`config.mk`:
```
export PLATFORM = sky130hd
export DESIGN_NAME = axis_ad7763_avg
export DESIGN_NICKNAME = d
export VERILOG_FILES = /design/src/rtl/ad7763_pkg.sv /design/src/rtl/axis_hold_reg.sv /design/src/rtl/axis_ad7763_avg.sv
export SDC_FILE = /design/constraint.sdc
export NUM_CORES = 1
export LEC_CHECK = 0
export BUFFER_PORTS_ARGS = -buffer_cell sky130_fd_sc_hd__buf_4
export CORE_AREA = 2 2 151 153
export CTS_CLUSTER_SIZE = 20
export DETAILED_ROUTE_END_ITERATION = 6
export DIE_AREA = 0 0 153 155
export GPL_ROUTABILITY_DRIVEN = 0
export PLACE_DENSITY = 0.61
export SLEW_MARGIN = 20
export SYNTH_ARGS = -nofsm -noshare
export SYNTH_HDL_FRONTEND = slang
export SYNTH_SLANG_ARGS = --single-unit
```
`constraint.sdc`:
```
create_clock -name aclk -period 8 [get_ports aclk]
set_clock_uncertainty 0.05 [all_clocks]
set_input_delay 0 -clock aclk [delete_from_list [all_inputs] [get_ports aclk]]
set_output_delay 0 -clock aclk [all_outputs]
set_load 0.1 [all_outputs]
```
`src/rtl/ad7763_pkg.sv`:
```
// Shared defaults and helpers for the AD7763 block-averaging decimator.
// Optional rounding is enabled by defining AD7763_AVG_ROUND_EN.
package ad7763_pkg;

  localparam int IN_WIDTH_DEF   = 24;
  localparam int OUT_WIDTH_DEF  = 32;
  localparam int MAX_LOG2N_DEF  = 10;
  localparam int ACC_WIDTH_DEF  = IN_WIDTH_DEF + MAX_LOG2N_DEF;
  localparam int OVF_WIDTH      = 16;

  // Exponents above the supported maximum fall back to the maximum block size.
  function automatic logic [3:0] clamp_log2n(input logic [3:0] log2n, input int max_log2n);
    if (int'(log2n) > max_log2n) return 4'(max_log2n);
    return log2n;
  endfunction

endpackage

```
`src/rtl/axis_hold_reg.sv`:
```
// One-deep AXI-Stream output register: loads when empty or draining, otherwise
// flags the incoming word as dropped and keeps the held word.
module axis_hold_reg #(
  parameter int WIDTH = 32
) (
  input  logic             clk,
  input  logic             rst_n,
  input  logic             load_valid_i,
  input  logic [WIDTH-1:0] load_data_i,
  input  logic             m_ready_i,
  output logic             m_valid_o,
  output logic [WIDTH-1:0] m_data_o,
  output logic             accept_o,
  output logic             drop_o
);

  logic             valid_q, valid_d;
  logic [WIDTH-1:0] data_q,  data_d;
  logic             load_ok;

  assign accept_o = valid_q & m_ready_i;
  assign load_ok  = ~valid_q | m_ready_i;
  assign drop_o   = load_valid_i & ~load_ok;

  // NOTE: every variable written in always_comb gets a default first, so no latch is inferred.
  always_comb begin
    valid_d = valid_q;
    data_d  = data_q;
    if (load_valid_i && load_ok) begin
      valid_d = 1'b1;
      data_d  = load_data_i;
    end else if (accept_o) begin
      valid_d = 1'b0;
    end
  end

  // NOTE: sequential state uses non-blocking assignments only.
  always_ff @(posedge clk) begin
    if (!rst_n) begin
      valid_q <= 1'b0;
      data_q  <= '0;
    end else begin
      valid_q <= valid_d;
      data_q  <= data_d;
    end
  end

  assign m_valid_o = valid_q;
  assign m_data_o  = data_q;

endmodule

```
`src/rtl/axis_ad7763_avg.sv`:
```
// Block-averaging decimator for the AD7763 stream: sums 2^N samples and emits
// the average. Define AD7763_AVG_ROUND_EN for round-half-up instead of floor.
module axis_ad7763_avg
  import ad7763_pkg::*;
#(
  parameter int IN_WIDTH  = IN_WIDTH_DEF,
  parameter int OUT_WIDTH = OUT_WIDTH_DEF,
  parameter int MAX_LOG2N = MAX_LOG2N_DEF
) (
  input  logic                 aclk,
  input  logic                 aresetn,
  input  logic [3:0]           cfg_log2n,
  input  logic                 cfg_clear,
  input  logic [IN_WIDTH-1:0]  s_axis_tdata,
  input  logic                 s_axis_tvalid,
  output logic                 s_axis_tready,
  output logic [OUT_WIDTH-1:0] m_axis_tdata,
  output logic                 m_axis_tvalid,
  input  logic                 m_axis_tready,
  output logic [OVF_WIDTH-1:0] ovf_count
);

  localparam int ACC_W = IN_WIDTH + MAX_LOG2N;
  localparam int CNT_W = MAX_LOG2N + 1;

  logic                    tready_q;
  logic signed [ACC_W-1:0] acc_q;
  logic [CNT_W-1:0]        cnt_q;
  logic [3:0]              n_act_q;
  logic [OVF_WIDTH-1:0]    ovf_q;

  logic                    accept;
  logic [3:0]              n_eff;
  logic [CNT_W-1:0]        last_cnt;
  logic                    last;
  logic signed [ACC_W-1:0] sum;
  logic signed [ACC_W-1:0] rnd;
  logic signed [ACC_W-1:0] shifted;
  logic                    res_valid;
  logic                    res_drop;
  logic                    res_accept;

  assign accept = s_axis_tvalid & tready_q;

  // The first sample of a block sees the live (clamped) exponent; later samples use the latched one.
  assign n_eff    = (cnt_q == '0) ? clamp_log2n(cfg_log2n, MAX_LOG2N) : n_act_q;
  assign last_cnt = CNT_W'((CNT_W'(1) << n_eff) - CNT_W'(1));
  assign last     = accept && (cnt_q == last_cnt);
  assign sum      = acc_q + ACC_W'($signed(s_axis_tdata));

`ifdef AD7763_AVG_ROUND_EN
  assign rnd = (n_eff != 4'd0) ? (ACC_W'(1) << (n_eff - 4'd1)) : '0;
`else
  assign rnd = '0;
`endif

  assign shifted   = (sum + rnd) >>> n_eff;
  assign res_valid = last & ~cfg_clear;

  always_ff @(posedge aclk) begin
    if (!aresetn) begin
      tready_q <= 1'b0;
      acc_q    <= '0;
      cnt_q    <= '0;
      n_act_q  <= '0;
      ovf_q    <= '0;
    end else begin
      tready_q <= 1'b1;
      if (cfg_clear) begin
        acc_q <= '0;
        cnt_q <= '0;
      end else if (accept) begin
        n_act_q <= n_eff;
        if (last) begin
          acc_q <= '0;
          cnt_q <= '0;
        end else begin
          acc_q <= sum;
          cnt_q <= cnt_q + CNT_W'(1);
        end
      end
      if (res_drop && ovf_q != '1) ovf_q <= ovf_q + OVF_WIDTH'(1);
    end
  end

  axis_hold_reg #(.WIDTH(OUT_WIDTH)) u_hold (
    .clk          (aclk),
    .rst_n        (aresetn),
    .load_valid_i (res_valid),
    .load_data_i  (OUT_WIDTH'(shifted)),
    .m_ready_i    (m_axis_tready),
    .m_valid_o    (m_axis_tvalid),
    .m_data_o     (m_axis_tdata),
    .accept_o     (res_accept),
    .drop_o       (res_drop)
  );

  assign s_axis_tready = tready_q;
  assign ovf_count     = ovf_q;

endmodule

```
# ---- Yosys cells after proc, flatten, opt, wreduce, memory -nomap -nowiden
# Index checks and enable logic that the tools add are counted.
dict set report word_totals {
  wordCells 41
  register_bits 99
  output_inout_bits 50
}
dict set report classes {
  n_shift 2
  n_reduce_logical 7
  eq_ne 2
  n_mux 9
  order_cmp 1
  add_sub_neg 4
  n_bitwise 9
}
# cell n
set ops {}
lappend ops {{$add A34 B24 Y34} 1}
lappend ops {{$mux W34} 1}
lappend ops {{$sshr A34 B4 Y32} 1}
lappend ops {{$add A16 B1 Y16 const B} 1}
lappend ops {{$ne A16 B16 Y1 const B} 1}
lappend ops {{$mux W4} 3}
lappend ops {{$add A11 B1 Y11 const B} 1}
lappend ops {{$eq A11 B11 Y1} 1}
lappend ops {{$logic_not A11 Y1} 1}
lappend ops {{$mux W11} 1}
lappend ops {{$shl A1 B4 Y11 const A} 1}
lappend ops {{$sub A11 B2 Y11 const B} 1}
lappend ops {{$and A1 B1 Y1} 4}
lappend ops {{$gt A4 B4 Y1 const B} 1}
lappend ops {{$mux W1} 4}
lappend ops {{$not A1 Y1} 4}
lappend ops {{$logic_and A1 B1 Y1} 3}
lappend ops {{$reduce_and A2 Y1} 1}
lappend ops {{$reduce_bool A2 Y1} 1}
lappend ops {{$reduce_or A2 Y1} 1}
lappend ops {{$or A1 B1 Y1} 1}

# ---- Depth between registers and ports, before layout
# Gate-level depths: netlist of run 1.
dict set report depth {
  depth_word 11
  ltp_mapped 23
}

# ---- By module
# A second synthesis of run 1 with hierarchy kept.
dict set report hier_totals {
  cells_unflattened 1096
  area_unflattened_um2 8425.6
}
# mod seq_area_each_um2 cells_each area_per_inst_um2 instances
set modules_own_cells {}
lappend modules_own_cells {axis_ad7763_avg 1321.3 951 7054.3 1}
lappend modules_own_cells {axis_hold_reg 660.6 145 1371.3 1}

# ---- Least setup slack after synthesis of run 1
# OpenSTA, ideal clock, no wires.
dict set report synth_path {
  path_kind {register to register}
  start {register cnt_q[0]}
  end {register u_hold.data_q[27], in the netlist u_hold.m_data_o[27]}
  path_slack_ns 3.499
  path_stages_with_launch 21
  setup_time_ns 0.120
  t_arrival_ns 4.331
  n_path_buf 4
  path_cell_list {dfxtp_1 -> inv_1 -> ha_1 -> nor2b_1 -> and3_1 -> buf_4 -> mux2i_1 -> clkbuf_1 -> nor2_1 -> nand2_1 -> ha_1 -> buf_1 -> o311ai_0 -> mux2i_1 -> xor2_1 -> a2111oi_4 -> nand3b_4 -> or3_1 -> buf_2 -> and3_1 -> o21bai_1}
}
dict set report synth_between {
  elab_chain_len 8
}
# element line_no
set synth_rtl {}
lappend synth_rtl {{from (decl)} axis_ad7763_avg.sv:28} ;# logic [CNT_W-1:0] cnt_q;
lappend synth_rtl {{from (signal assigned)} axis_ad7763_avg.sv:79} ;# cnt_q <= cnt_q + CNT_W'(1);
lappend synth_rtl {{$logic_not A11 Y1} axis_ad7763_avg.sv:46} ;# assign n_eff = (cnt_q == '0) ? clamp_log2n(cfg_log2n, MAX_LOG2N) : n_act_q;
lappend synth_rtl {{$mux W4} axis_ad7763_avg.sv:46}
lappend synth_rtl {{$shl A1 B4 Y11} axis_ad7763_avg.sv:47} ;# assign last_cnt = CNT_W'((CNT_W'(1) << n_eff) - CNT_W'(1));
lappend synth_rtl {{$sub A11 B2 Y11} axis_ad7763_avg.sv:47}
lappend synth_rtl {{$eq A11 B11 Y1} axis_ad7763_avg.sv:48} ;# assign last = accept && (cnt_q == last_cnt);
lappend synth_rtl {{$logic_and A1 B1 Y1} axis_ad7763_avg.sv:48}
lappend synth_rtl {{$and A1 B1 Y1} axis_ad7763_avg.sv:58} ;# assign res_valid = last & ~cfg_clear;
lappend synth_rtl {{$logic_and A1 B1 Y1} axis_hold_reg.sv:29} ;# if (load_valid_i && load_ok) begin
lappend synth_rtl {{to (signal assigned)} axis_hold_reg.sv:44} ;# data_q <= data_d;
lappend synth_rtl {{to (decl)} axis_hold_reg.sv:18} ;# logic [WIDTH-1:0] data_q, data_d;
# Parallel ways exist; a longest one is shown, timed or not.
# A chain may end at the register's enable or synchronous reset.

# ---- Final worst setup path of run 1
dict set report layout_path {
  start {register cnt_q[0]}
  end {register u_hold.data_q[22], in the netlist u_hold.m_data_o[22]}
}
# Same word-level chain as after synthesis.

==> run summary, run 1 <==
# diodes = 0
RSZ-0062 raised after global routing = false
dominant synthesized flop cell = dfxtp_1
CTS tree = built
fin util = 43.8%
Syn Std Cell Area = 8720 sq um
vias per inst = 6.06
Sink Count = 99
Area growth, synth to finish = 11.5%
power per standard cell area = 139 nW/um^2
MaxCap Viol Count = 0
layout cells sized above 1 = 13.9%
global route overflow = 0
reg2reg setup slack = 2480 ps
starting density of the core = 39.2%
vias in the first global route = 8,316
CTS root buf = clkbuf_16
post-synthesis sequential area ratio = 22.7%
IO Port Bufs = 82
DRT iter0 DRCs = 681
WL/cell = 18.5 um
non-filler cells, final = 1,480
hold path endpoint = u_hold.m_valid_o
Hold Path Origin = cfg_clear
post-synthesis cell count = 1,180
top-area cell type share of the netlist area = 22.7%
Syn Area/Cell = 7.39 sq um
DRT antenna net count = 0
Synth Warn # = 0
Tcrit/Tclk final = 69.0%
worst hold-check path type = input port to register
FFs w/ async S/R, synth = 0%
f_max = 0.181 GHz
crit path max fanout = 32
Clock Path Buffers = 2
Unique masters post-synth = 83
Ports = 83
1st-pass router iterations = 7
crit path time final = 5520 ps
core box area = 22,200 sq um
global-route wire length before repair = 44,000 um
Fin. Hold Viols = 0
status = finished clean
Inst Count DP = 1,462
Total Routed Length = 27,400 um
most frequent cells in the layout = nand2_1, nor2_1, dfxtp_1, buf_4, a21oi_1
Mapped Nets = 1,251
Clock Latency Late Sink = 380 ps
DR DRC count = 0
Horiz. Die Dim = 153 um
FF-to-FF Start = cnt_q[0]
Total Routing Usage GR = 22.4%
depth of the most critical reg-to-reg path = 16
Die Y = 155 um
Max-Slew Margin vs Limit = 28.8%
Nets = 1,261
Synth Register Bits = 99
WP data required = 8250 ps
Crit. End Element = register
depth of the CTS H-tree = 3
Synth area leaders = dfxtp_1, nand2_1, ha_1
DIE AREA = 23,700 sq um
# fillers = 2,295
cell taking the most area after synthesis = dfxtp_1
Clk pin slew, worst setup/hold paths = 70 ps
cts bufs inserted = 9
Slew Limit Fails = 0
WS Path Type = register to register
Detailed Place HPWL = 20,300 um
Worst EP arrival = 5770 ps
initial antenna violation count = 0
Worst-Margin Slew = 1040 ps
largest net degree at the start of global routing = 46
most common cell after layout, fill and taps aside = nand2_1
Final setup viols = 0
number of enable flip-flop cells after synthesis = 0
R2R Path End = u_hold.m_data_o[22]
Fin Setup TNS = 0 ps
static leakage = 3.87 nW
Vias = 8,965
VDD IR max = 90.6 uV
Setup crit start kind = register
num rows = 55
WHS Path Cells = 4
==> cells by family after synthesis <==
kind of cell               Yosys count  share of synthesized area, %
DFF                                 99                          22.7
buffers and inverters              121                          5.59
xor gates and xnor gates            47                          4.72
and+or+nand+nor                    467                          26.5
muxes                               59                          7.00
adders and majority gates           38                          5.54
AOI/OAI and AO/OA                  349                          27.9
==> power breakdown <==
part           leakage, nW  internal, mW  switching [mW]  total (mW)
registers            0.800         0.498         0.00661       0.505
logic                 2.93         0.135           0.243       0.378
clock network        0.144         0.245           0.222       0.468
==> critical path, stage by stage, from the launching register on <==
cell and delay, ps:
dfxtp_1 360, inv_1 100, ha_1 140, nor2b_1 220, and3_1 510, mux2_2 650, nor2_1 450, nand2_1 110
ha_1 310, xor2_1 280, nor4b_2 260, o31ai_1 140, a2111oi_4 400, and4b_1 720, nand2_1 260, or3_1 400
nand3_1 80
==> routing by layer <==
metal	track usage [%]	wire length [um]
met3	3.68	1410
met2	39.7	13400
met4	6.61	639
met1	28.0	11900
met5	0	0
==> how the worst max path moves through the flow <==
| stage | start | to | slack [ps] | cells past startpoint |
|---|---|---|---|---|
| after CTS | cnt_q[0] | u_hold.m_data_o[22] | 2570 | 16 |
| after detailed placement | cnt_q[0] | u_hold.m_data_o[22] | 2610 | 16 |
| final | cnt_q[0] | u_hold.m_data_o[22] | 2480 | 16 |
| after floorplan | cnt_q[0] | u_hold.m_data_o[27] | 3500 | 20 |
| after global routing | cnt_q[0] | u_hold.m_data_o[22] | 2040 | 16 |
| after global placement | cnt_q[0] | u_hold.m_data_o[22] | 2820 | 18 |
==> timing repair <==
action / CTS / global route
resized for setup: 0 / 0
hold buffers: 2 / 0
endpoints found under the hold margin: 3 / 0
buffers inserted: 0 / 0
==> cell type report <==
type / instances / area (sq um) / share of cell area, %
tap: 285 / 357 / 3.67
clock inverter: 7 / 75.1 / 0.772
inverter: 23 / 86.3 / 0.888
sequential: 99 / 1980 / 20.4
multi-input combinational: 960 / 6270 / 64.4
timing repair buffer: 97 / 733 / 7.54
clock buffer: 9 / 225 / 2.32
==> flip-flops by register name, summed over array words and instances (netlist names) <==
name,flops
acc_q,34
cnt_q,11
u_hold.m_data_o,32
ovf_count,16
n_act_q,4
s_axis_tready,1
u_hold.m_valid_o,1
==> cell usage after synthesis (11+ instances only) <==
library cell    n
a31oi_1        17
xnor2_1        34
a21oi_1        90
or3_1          15
buf_2          11
dfxtp_1        99
nand2_1       130
a21o_1         16
inv_1          23
ha_1           37
o21a_1         16
xor2_1         13
clkbuf_1       75
o21ai_0        43
nand4_1        27
nor3_1         24
nand3_1        63
nor2_1        120
a211oi_1       23
mux2_2         13
nand2b_1       13
and3_1         17
o211ai_1       13
mux2i_1        45
o2bb2ai_1      14
==> per-stage QoR <==
step	hold WS [ps]	total power, mW	worst slack [ps]	area, sq um
finish	35.5	1.35	2480	9730
detailed placement	271	0.887	2610	9410
CTS	36.5	1.35	2570	9730
global placement	266	0.887	2820	9410
global route	102	1.41	2040	9730
floorplan	-22.3	0.784	3500	8720
(Power assumes the default switching activity.)
==> run 2, diff against run 1 <==
- PLACE_DENSITY: 0.61 -> 0.63
- clock period: 8 -> 4.85 ns (I/O delays scaled with it)
==> run summary, run 2 (synthesis results as in run 1) <==
status = finished clean (unchanged)
f_max = 0.225 GHz (was 0.181 GHz)
largest net degree at the start of global routing = 46 (unchanged)
grt met1 use = 28.3% (was 28.0%)
met2 usage = 39.2% (was 39.7%)
Nets = 1,270 (was 1,261)
MaxCap Viol Count = 0 (unchanged)
non-filler cells, final = 1,489 (was 1,480)
cts bufs inserted = 9 (unchanged)
most frequent cells in the layout = nand2_1, nor2_1, buf_4, dfxtp_1, a21oi_1 (was nand2_1, nor2_1, dfxtp_1, buf_4, a21oi_1)
DR DRC count = 0 (unchanged)
static leakage = 3.92 nW (was 3.87 nW)
global route overflow = 0 (unchanged)
WL/cell = 18.2 um (was 18.5 um)
most common cell after layout, fill and taps aside = nand2_1 (unchanged)
Inst Count DP = 1,471 (was 1,462)
Fin. Hold Viols = 0 (unchanged)
VDD IR max = 147 uV (was 90.6 uV)
grt peak-use layer = met2 (unchanged)
vias in the first global route = 8,526 (was 8,316)
Total Routing Usage GR = 22.6% (was 22.4%)
DP Area = 9490 sq um (was 9410 sq um)
Area growth, synth to finish = 12.3% (was 11.5%)
met3 usage = 3.31% (was 3.68%)
global-route wire length before repair = 44,300 um (was 44,000 um)
starting density of the core = 39.2% (unchanged)
Die Y = 155 um (unchanged)
num rows = 55 (unchanged)
Setup crit start kind = register (unchanged)
# diodes = 0 (unchanged)
CTS tree = built (unchanged)
Detailed Place HPWL = 20,400 um (was 20,300 um)
Final setup viols = 0 (unchanged)
DRT antenna net count = 0 (unchanged)
Clock Path Buffers = 2 (unchanged)
Slew Limit Fails = 0 (unchanged)
critical path's largest stage delay = 720 ps (about the same)
power per standard cell area = 223 nW/um^2 (was 139 nW/um^2)
Worst EP arrival = 4690 ps (was 5770 ps)
Clk pin slew, worst setup/hold paths = 80 ps (was 70 ps)
Vias = 9,092 (was 8,965)
crit path time final = 4440 ps (was 5520 ps)
worst hold-check path type = input port to register (unchanged)
DRT iter0 DRCs = 673 (was 681)
layout cells sized above 1 = 14.5% (was 13.9%)
Hold Path Origin = cfg_clear (unchanged)
Worst-Margin Slew = 1120 ps (was 1040 ps)
DIE AREA = 23,700 sq um (unchanged)
WS Path Type = register to register (unchanged)
Biggest register = acc_q (unchanged)
WP data required = 5100 ps (was 8250 ps)
Sink Count = 99 (unchanged)
crit path max fanout = 15 (was 32)
CP Launch Point = cnt_q[0] (unchanged)
Tot Pwr = 2.18 mW (was 1.35 mW)
FF-to-FF Start = cnt_q[0] (unchanged)
Horiz. Die Dim = 153 um (unchanged)
worst slack at placement = 389 ps (was 2610 ps)
CP max stage cell = nor2_1 (was and4b_1)
Final Instance Area = 9800 sq um (was 9730 sq um)
core box area = 22,200 sq um (unchanged)
Clock Latency Late Sink = 360 ps (was 380 ps)
Fin Setup TNS = 0 ps (unchanged)
RSZ-0062 raised after global routing = false (unchanged)
worst path cell trace = inv_1, ha_1, nor2b_1, and3_1, buf_4, mux2_2, nor2_1, nand2_1, ha_1, nor3_1, a21oi_1, or3_1, nand3_1, xor2_1, nor4_4, nand3b_4, nor3_2, nor2_1, a22o_1 (was inv_1, ha_1, nor2b_1, and3_1, mux2_2, nor2_1, nand2_1, ha_1, xor2_1, nor4b_2, o31ai_1, a2111oi_4, and4b_1, nand2_1, or3_1, nand3_1)
1st-pass router iterations = 5 (was 7)
vias per inst = 6.11 (was 6.06)
initial antenna violation count = 0 (unchanged)
Tcrit/Tclk final = 91.6% (was 69.0%)
Ports = 83 (unchanged)
Largest register FFs = 34 (unchanged)
IO Port Bufs = 82 (unchanged)
Setup Fix Bufs, Post-CTS = 0 (unchanged)
CTS root buf = clkbuf_16 (unchanged)
Max-Slew Margin vs Limit = 23.2% (was 28.8%)
Crit. End Element = register (unchanged)
final worst setup slack = 407 ps (was 2480 ps)
depth of the CTS H-tree = 3 (unchanged)
Total Routed Length = 27,100 um (was 27,400 um)
-- run 2: final cells by class --
cell class / instances / area (sq um)
fill: 2248 / 12400
multi-input combinational: 960 / 6270
sequential: 99 / 1980
timing repair buffer: 106 / 813
tap: 285 / 357
clock buffer: 11 / 243
inverter: 23 / 86.3
clock inverter: 5 / 45.0
-- run 2: stage by stage --
| step | hold slack, ps | util (%) |
|---|---|---|
| floorplan | -22.3 | - |
| global placement | 267 | 42.7 |
| detailed placement | 273 | 42.7 |
| CTS | 42.2 | 44.1 |
| global route | 67.2 | 44.1 |
| finish | 43.7 | 44.1 |
-- run 2: worst max-delay path, delay by kind of cell (launching register included) --
family / cells / cell delay, ps
mux: 1 / 360
buf+inv: 2 / 290
fa+ha+maj: 2 / 460
compound gates: 2 / 310
xor+xnor: 1 / 250
flops: 1 / 360
simple gates: 11 / 2310
-- run 2: path summary, 6_finish.rpt --
| kind | to | slack (ps) | depth (start not counted) |
|---|---|---|---|
| setup / recovery | u_hold.m_data_o[8] | 410 | 19 |
| hold / removal | u_hold.m_valid_o | 40 | 4 |
| setup reg to reg | u_hold.m_data_o[8] | 410 | 19 |
| hold reg to reg | acc_q[12] | 410 | 2 |
-- run 2: metal layers --
metal,vias to the layer above,part of all wire (%)
li1,4425,-
met1,4266,43
met2,330,49
met3,71,5.3
met4,0,3.4
met5,-,0
-- run 2: what timing repair did --
| item | 4_1_cts | 5_1_grt |
|---|---|---|
| resized for setup | 0 | 1 |
| endpoints found under the setup margin | 0 | 2 |
| hold buffers | 2 | 0 |
| endpoints found under the hold margin | 2 | 0 |
-- run 2: power breakdown --
part / leakage [nW] / switching [mW] / internal [mW]
logic: 2.98 / 0.398 / 0.228
registers: 0.800 / 0.0106 / 0.821
clock network: 0.139 / 0.350 / 0.371
total: 3.92 / 0.759 / 1.42
